==> src/rtl/fetch_stage_unit_if.sv <==
// rtl/fetch_stage_unit_if.sv - fetch stage control, instruction memory and IF/ID bundle
interface fetch_stage_unit_if #(
   parameter int CNT_W = 16
);
   logic              PCWrite;
   logic              IF_ID_Write;
   logic              Redirect;
   logic [31:0]       RedirectTarget;
   logic [31:0]       IMemAddr;
   logic [31:0]       IMemData;
   logic [31:0]       PC;
   logic [31:0]       IF_ID_Instruction;
   logic [31:0]       IF_ID_PCPlus4;
   logic              IF_ID_Valid;
   logic [CNT_W-1:0]  StallCount;
   logic [CNT_W-1:0]  FlushCount;

   // master: hazard unit, redirect source and instruction memory
   modport master (
      output PCWrite, IF_ID_Write, Redirect, RedirectTarget, IMemData,
      input  IMemAddr, PC, IF_ID_Instruction, IF_ID_PCPlus4, IF_ID_Valid,
             StallCount, FlushCount
   );

   modport slave (
      input  PCWrite, IF_ID_Write, Redirect, RedirectTarget, IMemData,
      output IMemAddr, PC, IF_ID_Instruction, IF_ID_PCPlus4, IF_ID_Valid,
             StallCount, FlushCount
   );
endinterface

==> src/rtl/fetch_stage_unit.sv <==
// rtl/fetch_stage_unit.sv - MIPS IF stage with PC, IF/ID register and stall/flush counters
// Optional branch delay slot behaviour on redirect: define FETCH_DELAY_SLOT_EN.
module fetch_stage_unit #(
   parameter logic [31:0] RESET_PC = 32'h0000_0000,
   parameter int          PC_INC   = 4,
   parameter int          CNT_W    = 16
) (
   input  logic             Clk,
   input  logic             Reset_n,
   fetch_stage_unit_if.slave bus
);
   logic [31:0]      pc;
   logic [31:0]      pc_next_seq;
   logic [31:0]      if_id_instr;
   logic [31:0]      if_id_pcp4;
   logic             if_id_valid;
   logic [CNT_W-1:0] stall_cnt;
   logic [CNT_W-1:0] flush_cnt;

   assign pc_next_seq = pc + 32'(PC_INC);

   always_ff @(posedge Clk or negedge Reset_n) begin
      if (!Reset_n) begin
         pc          <= RESET_PC;
         if_id_instr <= 32'h0;
         if_id_pcp4  <= 32'h0;
         if_id_valid <= 1'b0;
         stall_cnt   <= '0;
         flush_cnt   <= '0;
      end else if (bus.Redirect) begin
         // redirect wins over any stall request in the same cycle
         pc <= bus.RedirectTarget & ~32'h3;
`ifdef FETCH_DELAY_SLOT_EN
         if_id_instr <= bus.IMemData;
         if_id_pcp4  <= pc_next_seq;
         if_id_valid <= 1'b1;
`else
         if_id_instr <= 32'h0;
         if_id_pcp4  <= 32'h0;
         if_id_valid <= 1'b0;
`endif
         if (flush_cnt != '1)
            flush_cnt <= flush_cnt + CNT_W'(1);
      end else begin
         if (bus.PCWrite)
            pc <= pc_next_seq;
         if (bus.IF_ID_Write) begin
            if_id_instr <= bus.IMemData;
            if_id_pcp4  <= pc_next_seq;
            if_id_valid <= 1'b1;
         end else if (stall_cnt != '1) begin
            stall_cnt <= stall_cnt + CNT_W'(1);
         end
      end
   end

   assign bus.IMemAddr          = pc;
   assign bus.PC                = pc;
   assign bus.IF_ID_Instruction = if_id_instr;
   assign bus.IF_ID_PCPlus4     = if_id_pcp4;
   assign bus.IF_ID_Valid       = if_id_valid;
   assign bus.StallCount        = stall_cnt;
   assign bus.FlushCount        = flush_cnt;
endmodule

==> src/flat_wrapper.sv <==
// flat-port wrapper written by rule: the top's interface ports become plain ports
module fetch_stage_unit_flat 
#(
   parameter logic [31:0] RESET_PC = 32'h0000_0000,
   parameter int          PC_INC   = 4,
   parameter int          CNT_W    = 16
)
  (Clk, Reset_n, bus_PCWrite, bus_IF_ID_Write, bus_Redirect, bus_RedirectTarget, bus_IMemData, bus_IMemAddr, bus_PC, bus_IF_ID_Instruction, bus_IF_ID_PCPlus4, bus_IF_ID_Valid, bus_StallCount, bus_FlushCount);
  fetch_stage_unit_if #(.CNT_W(CNT_W)) bus_i ();
  input  logic Clk;
  input  logic Reset_n;
  input wire logic [$bits(bus_i.PCWrite)-1:0] bus_PCWrite;
  input wire logic [$bits(bus_i.IF_ID_Write)-1:0] bus_IF_ID_Write;
  input wire logic [$bits(bus_i.Redirect)-1:0] bus_Redirect;
  input wire logic [$bits(bus_i.RedirectTarget)-1:0] bus_RedirectTarget;
  input wire logic [$bits(bus_i.IMemData)-1:0] bus_IMemData;
  output wire logic [$bits(bus_i.IMemAddr)-1:0] bus_IMemAddr;
  output wire logic [$bits(bus_i.PC)-1:0] bus_PC;
  output wire logic [$bits(bus_i.IF_ID_Instruction)-1:0] bus_IF_ID_Instruction;
  output wire logic [$bits(bus_i.IF_ID_PCPlus4)-1:0] bus_IF_ID_PCPlus4;
  output wire logic [$bits(bus_i.IF_ID_Valid)-1:0] bus_IF_ID_Valid;
  output wire logic [$bits(bus_i.StallCount)-1:0] bus_StallCount;
  output wire logic [$bits(bus_i.FlushCount)-1:0] bus_FlushCount;
  assign bus_i.PCWrite = bus_PCWrite;
  assign bus_i.IF_ID_Write = bus_IF_ID_Write;
  assign bus_i.Redirect = bus_Redirect;
  assign bus_i.RedirectTarget = bus_RedirectTarget;
  assign bus_i.IMemData = bus_IMemData;
  assign bus_IMemAddr = bus_i.IMemAddr;
  assign bus_PC = bus_i.PC;
  assign bus_IF_ID_Instruction = bus_i.IF_ID_Instruction;
  assign bus_IF_ID_PCPlus4 = bus_i.IF_ID_PCPlus4;
  assign bus_IF_ID_Valid = bus_i.IF_ID_Valid;
  assign bus_StallCount = bus_i.StallCount;
  assign bus_FlushCount = bus_i.FlushCount;
  fetch_stage_unit #(.RESET_PC(RESET_PC), .PC_INC(PC_INC), .CNT_W(CNT_W)) u_core (.Clk(Clk), .Reset_n(Reset_n), .bus(bus_i));
endmodule
==> config.mk <==
export PLATFORM = sky130hd
export DESIGN_NAME = fetch_stage_unit_flat
export DESIGN_NICKNAME = d
export VERILOG_FILES = /design/src/rtl/fetch_stage_unit_if.sv /design/src/rtl/fetch_stage_unit.sv /design/src/flat_wrapper.sv
export SDC_FILE = /design/constraint.sdc
export NUM_CORES = 1
export LEC_CHECK = 0
export ABC_AREA = 1
export CAP_MARGIN = 25
export CORE_UTILIZATION = 42
export DETAILED_ROUTE_END_ITERATION = 10
export PLACE_DENSITY_LB_ADDON = 0.08
export SETUP_SLACK_MARGIN = 0.02
export SLEW_MARGIN = 0
export SYNTH_ARGS = -nofsm -noshare
export SYNTH_HDL_FRONTEND = slang
export SYNTH_SLANG_ARGS = --single-unit
==> constraint.sdc <==
create_clock -name Clk -period 1.42 [get_ports Clk]
set_input_delay 0.213 -clock Clk [delete_from_list [all_inputs] [get_ports Clk]]
set_output_delay 0.213 -clock Clk [all_outputs]
set_load 0.02 [all_outputs]
==> insert_results.sql <==
INSERT INTO impl_metrics (metric_group, metric, value, unit) VALUES
('run_status', 'run_status', 'finished, violations left', ''),
('run_status', 'violations_in_the_final_reports', 'negative setup slack', ''),
('hold_path', 'holdCritStartpoint', 'bus_IF_ID_Write', ''),
('timing', 'clock-skew-final', '0.0110', 'ns'),
('critical_path', 'timing.setup.critical_path_class', 'flop to flop', ''),
('grt', 'grt_overflow', '0', ''),
('timing', 'final.setup.worst_slack', '-0.0484', 'ns'),
('final_layout', 'syn2layout_area_growth', '62.2', '%'),
('critical_path', 'critical_path.endpoint_type', 'flop', ''),
('clock_network', 'clock_insertion_delay_worst_skew', '0.42', 'ns'),
('critical_path', 'rr_startpoint', 'u_core.bus.IMemAddr[12]', ''),
('drt', 'residual_antenna_violating_net_count_after_detailed_routing', '0', ''),
('critical_path', 'slowest_delay', '0.36', 'ns'),
('synthesis', 'warning_count_from_the_yosys_run', '0', ''),
('synthesis', 'synth_top_cell_area_share', '0.469', ''),
('final_layout', 'design_area', '10900', 'um^2'),
('critical_path', 'crit_required', '1.73', 'ns'),
('synthesis', 'yosys-top-cells-area', 'dfrtp_1, nand2_1, nand3_1, buf_4, a22oi_1', ''),
('critical_path', 'crit_path_cell_trace', 'buf_6 -> nand2_1 -> nor2_2 -> nand2_1 -> nor2_4 -> buf_6 -> nand3_2 -> nand4_1 -> nand2_1', ''),
('placed_design', 'gpl.final_weighted_congestion', '0.887', ''),
('final_layout', 'mostFrequentLayoutCells', 'nand2_1, buf_4, dfrtp_1', ''),
('grt', 'maximum_number_of_pins_on_one_net_before_global_route_repair', '52', ''),
('final_layout', 'layout.nets', '1228', ''),
('placed_design', 'dp.cells', '1321', ''),
('critical_path', 'critical_path.most_common_cell', 'nand2_1', ''),
('synthesis', 'synth.lib_cells_used.distinct', '35', ''),
('critical_path', 'critical_path_arrival', '1.78', 'ns'),
('final_layout', 'mostFrequentLayoutCell', 'nand2_1', ''),
('final_layout', 'layoutNonFillerInstCount', '1380', ''),
('timing', 'min_period', '1.47', 'ns'),
('critical_path', 'number_of_buffer_and_inverter_stages_on_the_critical_path', '2', ''),
('placed_design', 'place_ws', '-0.0958', 'ns'),
('drt', 'wire_per_inst', '15.4', 'um'),
('floorplan', 'io-pin-count', '230', ''),
('grt', 'grt_antenna_before_repair', '0', ''),
('floorplan', 'fp.coreArea', '15400', 'um^2'),
('floorplan', 'site_row_count', '45', ''),
('floorplan', 'floorplan.die_area', '16500', 'um^2'),
('drt', 'drt-total-wl', '21200', 'um'),
('drt', 'vias_per_cell', '5.01', ''),
('placed_design', 'placement.io_buffers', '223', ''),
('timing', 'grt_setup_unrepaired', 'yes', ''),
('clock_network', 'cts_made_buffers', '17', ''),
('timing', 'post-route-period-util', '1.03', ''),
('drt', 'drtIter0Drc', '332', ''),
('clock_network', 'cts.sinks', '126', ''),
('synthesis', 'yosysTopAreaCell', 'dfrtp_1', ''),
('power_and_ir_drop', 'max-vdd-ir-drop', '880', 'uV'),
('clock_network', 'clk_path_buf_depth', '2', ''),
('drt', 'first_pass_iters', '5', ''),
('critical_path', 'r2r.worst_path.cells', '9', ''),
('power_and_ir_drop', 'leakage', '5.37', 'nW'),
('timing', 'setup_violation_total_in_the_final_timing_report', '18', ''),
('grt', 'global_route.usage.total', '0.256', ''),
('grt', 'grt_pass1_vias', '6644', ''),
('timing', 'achievable-frequency', '681', 'MHz'),
('synthesis', 'postSynthAreaPerCell', '7.82', 'um^2'),
('critical_path', 'start_kind', 'flop', ''),
('grt', 'first_pass_grt_wire_length', '32700', 'um'),
('synthesis', 'synth-seq-area-share', '0.469', ''),
('clock_network', 'htree_num_levels', '4', ''),
('critical_path', 'cp_max_fo', '5', ''),
('clock_network', 'clkSlewWorstSetupHoldPaths', '0.06', 'ns'),
('drt', 'via_count', '6917', ''),
('hold_path', 'timing.hold.worst.class', 'input port to flop', ''),
('timing', 'slew_violations', '0', ''),
('drt', 'route.detailed.drc', '0', ''),
('floorplan', 'initial_utilization', '0.436', ''),
('flow_run', 'drv_cap', '0', ''),
('hold_path', 'hold_depth', '4', ''),
('floorplan', 'floorplan.die.height', '128', 'um');
routing by layer:
metal,wire length [um],vias up,global-route usage
li1,-,3369,-
met1,8950,3289,0.322
met2,10800,226,0.420
met3,1050,33,0.0620
met4,471,0,0.108
met5,0,-,0
worst min-delay path, cell delays in order:
cell and delay (ns):
buf_2 0.14, nor2_4 0.08, nand2_1 0.06, nand2_1 0.04
final timing paths:
check,to,slack (ns)
max,u_core.bus.IF_ID_PCPlus4[22],-0.05
min,u_core.bus.IF_ID_Instruction[0],0.15
min in group asynchronous,u_core.bus.FlushCount[11],0.27
max in group asynchronous,u_core.bus.IMemAddr[6],0.55
min reg2reg,u_core.bus.IF_ID_Instruction[10],0.46
max reg2reg,u_core.bus.IF_ID_PCPlus4[22],-0.05
state kept, by name (all words and copies together) (netlist names):
name / count
u_core.bus.FlushCount: 16
u_core.bus.IMemAddr: 30
u_core.bus.IF_ID_Valid: 1
u_core.bus.StallCount: 16
u_core.bus.IF_ID_Instruction: 32
u_core.bus.IF_ID_PCPlus4: 31
kinds of logic (layout without fill, tap and decap cells):
family                   after synthesis  after routing  synth area share
AO/OA/AOI/OAI                         77             77            0.0704
XOR/XNOR                              24             24            0.0324
adder cells (fa/ha/maj)                3              3           0.00559
buffers and inverters                122            429            0.0931
flip-flops                           126            126             0.469
other                                  1              4          0.000558
AND/OR/NAND/NOR                      506            506             0.329
area by class of cell:
cell class	count	area [um^2]	area share
timing repair buffer	342	3040	0.279
tap	211	264	0.0242
clock buffer	19	453	0.0415
multi-input combinational	614	3570	0.328
inverter	53	219	0.0201
clock inverter	13	140	0.0129
sequential	126	3190	0.293
timing repair inverter	2	22.5	0.00207
cell usage after synthesis (all sizes together):
master  number
nand2      310
dfrtp      126
nand3       76
nor2        66
inv         53
buf         52
o21ai       41
nand4       33
a22oi       28
clkbuf      17
xor2        15
nor3        11
xnor2        9
nand3b       6
a21oi        4
and2         3
ha           3
o21bai       3
conb         1
o211ai       1
or2          1
metrics by stage:
step,util,setup TNS [ns]
6_report,0.707,-0.414
5_1_grt,0.707,-4.70
4_1_cts,0.666,-0.189
3_3_place_gp,0.633,-0.544
2_1_floorplan,-,-1.44
3_5_place_dp,0.633,-1.17
where the power goes:
group / internal, mW / switching, mW / total, mW
sequential: 4.02 / 0.435 / 4.45
combinational: 1.60 / 1.97 / 3.56
clock: 2.68 / 1.71 / 4.38
what timing repair did:
| item | CTS | global route |
|---|---|---|
| endpoints found under the hold margin | 33 | 0 |
| gates resized for setup | 412 | 194 |
| pin swaps | 12 | 62 |
| buffers inserted | 9 | 17 |
| cloned | 0 | 2 |
| hold buffers | 1 | 0 |
| setup endpoints to repair | 211 | 135 |
(Power assumes the default switching activity.)
